## src/rtl/rf_op_sequencer.sv

```systemverilog
// rf_op_sequencer: runs one register-to-register micro-op at a time against a
// 2R/1W register file (read, ALU step, write-back, done pulse).
// Ports: clk, rst_n (async, active low); op_valid/op_ready handshake with
// op_code, op_rd, op_rs1, op_rs2, op_imm; register file lines rf_mode
// (0 read / 1 write), rf_waddr, rf_wdata, rf_raddr1/2, rf_rdata1/2
// (combinational); retire outputs done (pulse), result, carry (held).
// Optional macro ZERO_REG_EN: register 0 reads as zero and is never written.
module rf_op_sequencer #(
    parameter int DATA_W = 16,
    parameter int ADDR_W = 5
) (
    input  logic              clk,
    input  logic              rst_n,
    input  logic              op_valid,
    output logic              op_ready,
    input  logic [2:0]        op_code,
    input  logic [ADDR_W-1:0] op_rd,
    input  logic [ADDR_W-1:0] op_rs1,
    input  logic [ADDR_W-1:0] op_rs2,
    input  logic [DATA_W-1:0] op_imm,
    output logic              rf_mode,
    output logic [ADDR_W-1:0] rf_waddr,
    output logic [DATA_W-1:0] rf_wdata,
    output logic [ADDR_W-1:0] rf_raddr1,
    output logic [ADDR_W-1:0] rf_raddr2,
    input  logic [DATA_W-1:0] rf_rdata1,
    input  logic [DATA_W-1:0] rf_rdata2,
    output logic              done,
    output logic [DATA_W-1:0] result,
    output logic              carry
);

    localparam logic [1:0] S_IDLE  = 2'd0;
    localparam logic [1:0] S_READ  = 2'd1;
    localparam logic [1:0] S_EXEC  = 2'd2;
    localparam logic [1:0] S_WRITE = 2'd3;

    localparam logic [2:0] OP_ADD = 3'b000;
    localparam logic [2:0] OP_SUB = 3'b001;
    localparam logic [2:0] OP_AND = 3'b010;
    localparam logic [2:0] OP_OR  = 3'b011;
    localparam logic [2:0] OP_XOR = 3'b100;
    localparam logic [2:0] OP_MOV = 3'b101;
    localparam logic [2:0] OP_LDI = 3'b110;
    localparam logic [2:0] OP_NOP = 3'b111;

`ifdef ZERO_REG_EN
    localparam bit ZERO_REG = 1'b1;
`else
    localparam bit ZERO_REG = 1'b0;
`endif

    logic [1:0]        state;
    logic [2:0]        code_q;
    logic [ADDR_W-1:0] rd_q;
    logic [DATA_W-1:0] a_q;
    logic [DATA_W-1:0] b_q;
    logic              pend_carry;

    logic [DATA_W:0]   alu;
    logic [DATA_W-1:0] opnd1;
    logic [DATA_W-1:0] opnd2;
    logic              wr_ok_q;
    logic              wr_ok_ldi;

    // Hardwired-zero register: operand forced to 0, write suppressed.
    assign opnd1 = (ZERO_REG && rf_raddr1 == '0) ? '0 : rf_rdata1;
    assign opnd2 = (ZERO_REG && rf_raddr2 == '0) ? '0 : rf_rdata2;
    assign wr_ok_q   = !(ZERO_REG && rd_q == '0);
    assign wr_ok_ldi = !(ZERO_REG && op_rd == '0);

    // Extra top bit carries ADD carry-out, and SUB borrow (set when a < b).
    always_comb begin
        alu = '0;
        unique case (code_q)
            OP_ADD:  alu = {1'b0, a_q} + {1'b0, b_q};
            OP_SUB:  alu = {1'b0, a_q} - {1'b0, b_q};
            OP_AND:  alu = {1'b0, a_q & b_q};
            OP_OR:   alu = {1'b0, a_q | b_q};
            OP_XOR:  alu = {1'b0, a_q ^ b_q};
            OP_MOV:  alu = {1'b0, a_q};
            OP_LDI:  alu = '0;
            OP_NOP:  alu = '0;
            default: alu = '0;
        endcase
    end

    always_ff @(posedge clk or negedge rst_n) begin
        if (!rst_n) begin
            state      <= S_IDLE;
            op_ready   <= 1'b1;
            rf_mode    <= 1'b0;
            rf_waddr   <= '0;
            rf_wdata   <= '0;
            rf_raddr1  <= '0;
            rf_raddr2  <= '0;
            done       <= 1'b0;
            result     <= '0;
            carry      <= 1'b0;
            code_q     <= '0;
            rd_q       <= '0;
            a_q        <= '0;
            b_q        <= '0;
            pend_carry <= 1'b0;
        end else begin
            done <= 1'b0;
            unique case (state)
                S_IDLE: begin
                    if (op_valid) begin
                        code_q   <= op_code;
                        rd_q     <= op_rd;
                        op_ready <= 1'b0;
                        if (op_code == OP_LDI) begin
                            // LDI needs no operands: straight to write-back.
                            state      <= S_WRITE;
                            rf_mode    <= wr_ok_ldi;
                            rf_waddr   <= op_rd;
                            rf_wdata   <= op_imm;
                            pend_carry <= 1'b0;
                        end else begin
                            state     <= S_READ;
                            rf_raddr1 <= op_rs1;
                            rf_raddr2 <= op_rs2;
                        end
                    end
                end
                S_READ: begin
                    a_q   <= opnd1;
                    b_q   <= opnd2;
                    state <= S_EXEC;
                end
                S_EXEC: begin
                    if (code_q == OP_NOP) begin
                        state    <= S_IDLE;
                        op_ready <= 1'b1;
                        done     <= 1'b1;
                        result   <= '0;
                        carry    <= 1'b0;
                    end else begin
                        state      <= S_WRITE;
                        rf_mode    <= wr_ok_q;
                        rf_waddr   <= rd_q;
                        rf_wdata   <= alu[DATA_W-1:0];
                        pend_carry <= alu[DATA_W];
                    end
                end
                S_WRITE: begin
                    state    <= S_IDLE;
                    rf_mode  <= 1'b0;
                    op_ready <= 1'b1;
                    done     <= 1'b1;
                    result   <= rf_wdata;
                    carry    <= pend_carry;
                end
                default: state <= S_IDLE;
            endcase
        end
    end

endmodule

```

## config.mk

```make
export PLATFORM = sky130hd
export DESIGN_NAME = rf_op_sequencer
export DESIGN_NICKNAME = d
export VERILOG_FILES = /design/src/rtl/rf_op_sequencer.sv
export SDC_FILE = /design/constraint.sdc
export NUM_CORES = 1
export LEC_CHECK = 0
export BUFFER_PORTS_ARGS = -buffer_cell sky130_fd_sc_hd__buf_2
export CAP_MARGIN = 10
export CORE_ASPECT_RATIO = 1.5
export CORE_MARGIN = 2
export CORE_UTILIZATION = 35
export CTS_CLUSTER_DIAMETER = 30
export DETAILED_ROUTE_END_ITERATION = 8
export HOLD_SLACK_MARGIN = 0.06
export PLACE_DENSITY_LB_ADDON = 0.25
export SYNTH_ARGS = -nofsm -noshare
export SYNTH_HDL_FRONTEND = slang
export SYNTH_SLANG_ARGS = --single-unit
```

## constraint.sdc

```tcl
create_clock -name clk -period 4.2 [get_ports clk]
set_input_delay 0.21 -clock clk [delete_from_list [all_inputs] [get_ports clk]]
set_output_delay 0.21 -clock clk [all_outputs]
set_load 0.05 [all_outputs]
```

==> results.md, run 1 <==
Worst setup path:
- The worst-path maximum fanout is 12.
- The worst register-to-register path ends at rf_wdata[7].
- The reg2reg setup slack is ~630 ps.
- STA puts the critical path data required time at 4430 ps.
- The capture point of the critical path is rf_wdata[7].
- The critical path is of the reg -> reg type.
- At the worst endpoint, the arrival time is 3800 ps.
- The first element of the critical path is code_q[1].
- The worst setup path is captured at a flop.
- The number of cells traversed by the worst register-to-register path is 12.
- The startpoint identified for the worst register-to-register timing path is code_q[1].
- STA classifies the critical path startpoint as a flop.

Timing:
- Setup repair after global routing left no endpoint under its margin.
- The highest clock frequency the design can meet is between 0.2 and 0.3 GHz.
- The total setup violations reported at the end of the flow is 0.
- The setup skew after layout is 9.68 ps.
- The slew at the pin closest to its max-slew limit is 1100 ps.
- The number of max-slew violations in the final report is 0.
- The minimum period implied by the final worst setup slack is 3570 ps.
- Dividing the final minimum period by the clock period gives 85.1%.
- The sum of negative setup slack is 0 ps.
- The worst relative slew slack is 24.6%.
- The number of hold-slack violations in the final timing report is 0.

Layout:
- The multi-input logic area is 3220 sq um.
- The share of cells above drive strength 1 is 21.9%.
- The number of inserted filler cells in the final layout is 1633.
- The sequential cells in the finished layout cover a total of 2350 sq um.
- The net count of the finished layout is 880.
- The count of inserted antenna diode cells is 0.
- The area growth from synthesis to layout is 21.1%.

Clocking:
- The setup fix buffers added after clock tree synthesis is 0.
- The root cell of the clock tree is sky130_fd_sc_hd__clkbuf_16.
- At the later pin of the worst-skew pair, clock insertion delay measures around 350 ps.
- The total number of H-tree levels is 3.
- Clock tree synthesis inserted a total of 9 buffers.
- The maximum clock path buffer count is 2.
- The number of clock sinks is 94.
- The TritonCTS clock tree is done.
- The clock input transition at the sequential cells of the worst setup and hold paths is 80 ps.

Logic synthesis:
- During synthesis, Yosys emitted a total of 0 warnings.
- The fraction of post-synthesis cell area in the top cell type by area is 39.9%.
- The synthesized area per cell is 9.06 sq um.
- The count of different cell masters after synthesis is 51.
- The share of synthesized registers carrying an async set or reset is between 90% and 100%.
- The number of flops mapped to enable cells by yosys is 0.
- The synthesized net count is 762.
- The flip-flop cell with the highest count after synthesis is sky130_fd_sc_hd__dfrtp_1.
- The synthesized design spends more area on one cell type than any other, namely sky130_fd_sc_hd__dfrtp_1.
- After synthesis the cells add up to 5830 sq um.
- After synthesis the netlist holds a flip-flop and latch count of 94.
- sky130_fd_sc_hd__nand2_1 is the most common cell in the netlist.
- The sequential element share of the synthesized area is 40.4%.
- In the post-synthesis netlist, the biggest area contributors are sky130_fd_sc_hd__dfrtp_1 (40%), sky130_fd_sc_hd__ha_1 (11%), sky130_fd_sc_hd__nand2_1 (6.8%).
- By count the netlist is led by sky130_fd_sc_hd__nand2_1 (105), sky130_fd_sc_hd__dfrtp_1 (93), sky130_fd_sc_hd__o21ai_0 (68).
- The cell count after synthesis came out at 643.

Floorplan:
- The top-level I/O count is 120.
- The number of placement rows is 57.
- The height of the die is 162 um.
- The overall die width is 109 um.
- The area of the die is between 15000 and 20000 sq um.
- The total area inside the core boundary comes to roughly 16000 sq um.
- The effective utilization at floorplan is 35.8%.

Flow run:
- The max capacitance violation total is 0.

Detailed routing:
- In this run the remaining antenna-violating nets after routing total 0.
- Dividing the detail-routed wire length by the instance count gives between 15 and 20 um.
- Dividing the detail-routed via count by the number of cells gives 5.25.
- The total wire length is about 16000 um.
- Before antenna repair, the detailed router went through 5 iterations.
- The DRC violations left is 0.
- The routed layout has a little over 5000 vias.
- The initial DRC count is 236.

Place:
- Routability-driven placement finished with a final weighted congestion of 0.817.
- Input and output buffers added on the ports amount to 119.
- Detailed placement ended at an HPWL of 12600 um.

Global route:
- The largest net degree at the start of global routing is 65.
- The total global routing track utilization is 18.9%.
- The via count of the first global-routing pass was 5222.
- The total congestion overflow after global routing is 0.
- The first global-routing pass estimated 26400 um of wire.
- The initial antenna violation count is 0.

Min path:
- The min-delay analysis places its worst path in the category in -> reg.

Run status:
- The run finished with clean final reports.
-- registers in the layout (all words and copies together), names as in the netlist, 2 cells and up --
| signal | flops |
|---|---|
| rf_raddr2 | 5 |
| state | 2 |
| rf_waddr | 5 |
| code_q | 3 |
| rd_q | 5 |
| result | 16 |
| rf_wdata | 16 |
| b_q | 16 |
| rf_raddr1 | 5 |
| a_q | 16 |
-- layout by cell type, fill, tap and decap left out, drive strengths merged, types with 7 or more instances in the layout --
| cell type | count |
|---|---|
| buf | 131 |
| nand2 | 105 |
| dfrtp | 93 |
| o21ai | 70 |
| ha | 49 |
| inv | 41 |
| nor2 | 26 |
| a21oi | 24 |
| xnor2 | 22 |
| a22o | 18 |
| mux2i | 17 |
| o22ai | 13 |
| nand3 | 11 |
| mux2 | 11 |
| clkbuf | 9 |
| dlygate4sd3 | 9 |
| o31ai | 9 |
| nor2b | 9 |
| nand2b | 8 |
| a31oi | 8 |
| nor3 | 7 |
-- critical path: stages, from the launching register on --
cell and delay (ps):
sky130_fd_sc_hd__dfrtp_1 380, sky130_fd_sc_hd__nand2b_1 220, sky130_fd_sc_hd__nand2b_1 170, sky130_fd_sc_hd__buf_4 180
sky130_fd_sc_hd__o21ai_0 110, sky130_fd_sc_hd__xnor2_1 150, sky130_fd_sc_hd__ha_1 290, sky130_fd_sc_hd__and2_1 200
sky130_fd_sc_hd__a221oi_1 480, sky130_fd_sc_hd__a21boi_0 290, sky130_fd_sc_hd__or3_1 360, sky130_fd_sc_hd__a311oi_1 500
sky130_fd_sc_hd__o31ai_1 110
-- per-stage QoR --
stage | util (%) | hold slack [ps] | instance area [sq um] | cells | setup WS, ps
2_1_floorplan | - | -85.6 | 5830 | 643 | 907
3_3_place_gp | 40.9 | 316 | 6650 | 946 | 555
3_5_place_dp | 40.9 | 325 | 6650 | 946 | 578
4_1_cts | 43.2 | 61.7 | 7030 | 971 | 556
5_1_grt | 43.4 | 72.3 | 7060 | 972 | 414
6_report | 43.4 | 62.4 | 7060 | 972 | 625
-- metal layers --
layer  part of all wire (%)  vias to the layer above  routed length [um]  global-route usage, %
li1                       -                     2498                   -                      -
met1                     43                     2439                7050                   23.6
met2                     50                      151                8110                   33.2
met3                    4.4                       18                 711                   2.49
met4                    2.1                        0                 338                   5.98
met5                      0                        -                   0                      0
-- logic make-up after synthesis --
family                   Yosys count  synth area share, %
AO/OA/AOI/OAI                    184                 20.3
XOR/XNOR                          27                 4.06
adder cells (fa/ha/maj)           50                 10.9
buffers and inverters             70                 4.51
flip-flops                        94                 40.4
multiplexers                      28                 5.05
AND/OR/NAND/NOR                  190                 14.8
-- how the worst min path moves through the flow --
stage,end,startpoint,slack [ps],cells after the start
after floorplan,a_q[0],rst_n,-90,0
after global placement,rf_raddr1[4],rst_n,320,1
after detailed placement,rf_raddr1[4],rst_n,330,1
after CTS,b_q[14],rf_rdata2[14],60,3
after global routing,b_q[14],rf_rdata2[14],70,3
final,b_q[14],rf_rdata2[14],60,3
-- timing repair --
item,CTS,global route
hold endpoints to repair,64,0
hold buffers,9,0
gates resized for setup,0,0
-- layout make-up --
| class | count | share of cell area (%) |
|---|---|---|
| clock buffers | 9 | 3.19 |
| clock inverters | 7 | 0.869 |
| inverters | 37 | 1.97 |
| multi-input cells | 479 | 45.6 |
| flip-flops and latches | 94 | 33.4 |
| well taps | 206 | 3.65 |
| repair buffers | 140 | 11.3 |
Power of run 1 is not shown: default switching activity piles up to over one toggle a cycle in this logic, so the estimate is an artifact.
==> run 2: changes to the inputs <==
==> constraint.sdc (replaced) <==
create_clock -name clk -period 4.2 [get_ports clk]
set_input_delay 0.42 -clock clk [delete_from_list [all_inputs] [get_ports clk]]
set_output_delay 0.42 -clock clk [all_outputs]
set_load 0.05 [all_outputs]
==> results.md, run 2 (synthesis results as in run 1) <==
Detailed routing:
- After detailed routing, the average wire length per cell comes to 16.8 um.
- The number of vias per cell after detailed routing is 5.28.
- The pre-antenna-repair detailed-routing pass consisted of 4 iterations.
- The DRC violations left is 0.
- In this run, the number of DRC markers left after iteration 0 of detailed routing was 259.
- Wires add up to 16100 um.
- The routed via count is 5084.
- In this run the remaining antenna-violating nets after routing total 0.

Worst setup path:
- STA puts the critical path data arrival time at 3800 ps.
- The signal on the critical path passes through nand2b_1 > nand2b_1 > buf_4 > o21ai_0 > xnor2_1 > ha_1 > and2_1 > a221oi_1 > a21boi_0 > or3_1 > a311oi_1 > o31ai_1.
- The worst-path maximum fanout is 12.
- STA classifies the critical path endpoint as a flop.
- Among cell families on the critical path, the largest total delay comes from compound AO/OA/AOI/OAI gates.
- Among all stages on the critical path, the largest delay is contributed by sky130_fd_sc_hd__a311oi_1.
- The path type of the worst setup path is reg -> reg.
- The cell repeated most along the worst path is sky130_fd_sc_hd__nand2b_1.
- The delay of the slowest critical-path stage is slightly above 500 ps.
- The required time at the endpoint of the critical path is roughly 4400 ps.
- STA classifies the critical path startpoint as a flop.
- Counting both buffers and inverters, the worst setup path holds a total of 1.

Layout:
- The filler cells instantiated in the layout total between 1500 and 2000.
- Across the whole layout, storage elements account for 2350 sq um.
- The count of inserted antenna diode cells is 0.
- Of the cells placed in the final design, the portion with a size suffix greater than 1 is ~22%.
- The library cells used most frequently in the layout, excluding fill and tap cells, are sky130_fd_sc_hd__buf_2 (118), sky130_fd_sc_hd__nand2_1 (105), sky130_fd_sc_hd__dfrtp_1 (93), sky130_fd_sc_hd__o21ai_0 (66), sky130_fd_sc_hd__ha_1 (49).
- The multi-input logic area is 3220 sq um.
- Leaving out fill and tap cells, the most frequent cell in the layout is sky130_fd_sc_hd__buf_2.
- The final layout net count is 871.
- The area added between synthesis and finish is 20.0%.

Timing:
- Setup violations remaining at the end of the flow were counted as 0.
- The setup skew after layout is 9.57 ps.
- The number of hold-slack violations in the final timing report is 0.
- The sum of negative setup slack is 0 ps.
- The number of max-slew violations in the final report is 0.
- The highest clock frequency the design can meet is between 0.2 and 0.3 GHz.
- The final critical-path share of the clock period is a little under nine tenths.
- The worst relative slew slack is 32.0%.
- The slew at the pin closest to its max-slew limit is 994 ps.
- Setup repair after global routing left no endpoint under its margin.
- The minimum period implied by the final worst setup slack is 3580 ps.

Floorplan:
- The overall die width is 109 um.
- The area inside the core boundary is 16300 sq um.
- The floorplan step defined a die boundary enclosing 17700 sq um.
- The top-level I/O count is 120.
- The number of placement rows is 57.
- The die is 162 um tall.
- The effective utilization at floorplan is 35.8%.

Global route:
- The initial antenna violation count is 0.
- The total global routing track utilization is 18.7%.
- The first global-routing pass estimated 26200 um of wire.
- Entering global routing, the biggest net connects 65 pins.
- The via count of the first global-routing pass is 5190.
- The total overflow left after global routing is 0.

Clocking:
- In this run the deepest clock path goes through 2 buffers.
- CTS placed an instance of sky130_fd_sc_hd__clkbuf_16 at the clock tree root.
- The H-tree was split into 3 levels.
- Post-CTS timing repair inserted 0 buffers for setup.
- The clock input transition at the sequential cells of the worst setup and hold paths is about 80 ps.
- The count of cells resized by post-cts repair is 0.
- The clock net in this run drives a total of 94 sinks.
- The number of clock buffers inserted by TritonCTS is 9.
- The total of hold buffers inserted after clock tree synthesis is 0.
- The TritonCTS clock tree is done.
- The later pin in the worst-skew pair is clocked with a latency of 350 ps.

Place:
- The routability-driven placement congestion ratio is 0.818.
- After legalization and detailed placement, the total HPWL measured 12500 um.
- Port buffering added 119 buffers.

Min path:
- The worst min-delay path category is in -> async.

Run status:
- The run finished with clean final reports.

Flow run:
- Across the run, the number of max-cap violations was 0.
[run 2: worst paths after layout]
path                               from           to  slack [ps]  depth (start not counted)
max                           code_q[1]  rf_wdata[7]         620                         12
min                               rst_n  rf_waddr[2]         140                          1
max reg2reg                   code_q[1]  rf_wdata[7]         620                         12
min reg2reg                    op_ready     op_ready         470                          2
max in group asynchronous         rst_n     op_ready        3040                          2
min in group clk           rf_rdata2[2]       b_q[2]         270                          3
[run 2: through the flow]
| stage | area (sq um) | setup slack, ps | hold slack (ps) | instances | utilization (%) |
|---|---|---|---|---|---|
| 2_1_floorplan | 5830 | 907 | 124 | 643 | - |
| 3_3_place_gp | 6650 | 557 | 445 | 946 | 40.9 |
| 3_5_place_dp | 6650 | 625 | 454 | 946 | 40.9 |
| 4_1_cts | 6960 | 602 | 175 | 962 | 42.8 |
| 5_1_grt | 6990 | 340 | 220 | 963 | 43.0 |
| 6_report | 6990 | 623 | 145 | 963 | 43.0 |
[run 2: layout make-up]
| type | instances | share of cell area (%) |
|---|---|---|
| multi-input combinational | 479 | 46.1 |
| sequential | 94 | 33.7 |
| timing repair buffer | 131 | 10.1 |
| tap | 206 | 3.69 |
| clock buffer | 9 | 3.22 |
| inverter | 37 | 1.99 |
| clock inverter | 7 | 1.24 |
[run 2: per-layer routing]
layer  up-vias  GRT usage, %  share of wire [%]
met1      2417          23.5                 43
met3        21          2.57                4.6
li1       2491             -                  -
met2       155          32.4                 50
met4         0          6.44                2.3
met5         -             0                  0
Power of run 2 is left out for the same reason.
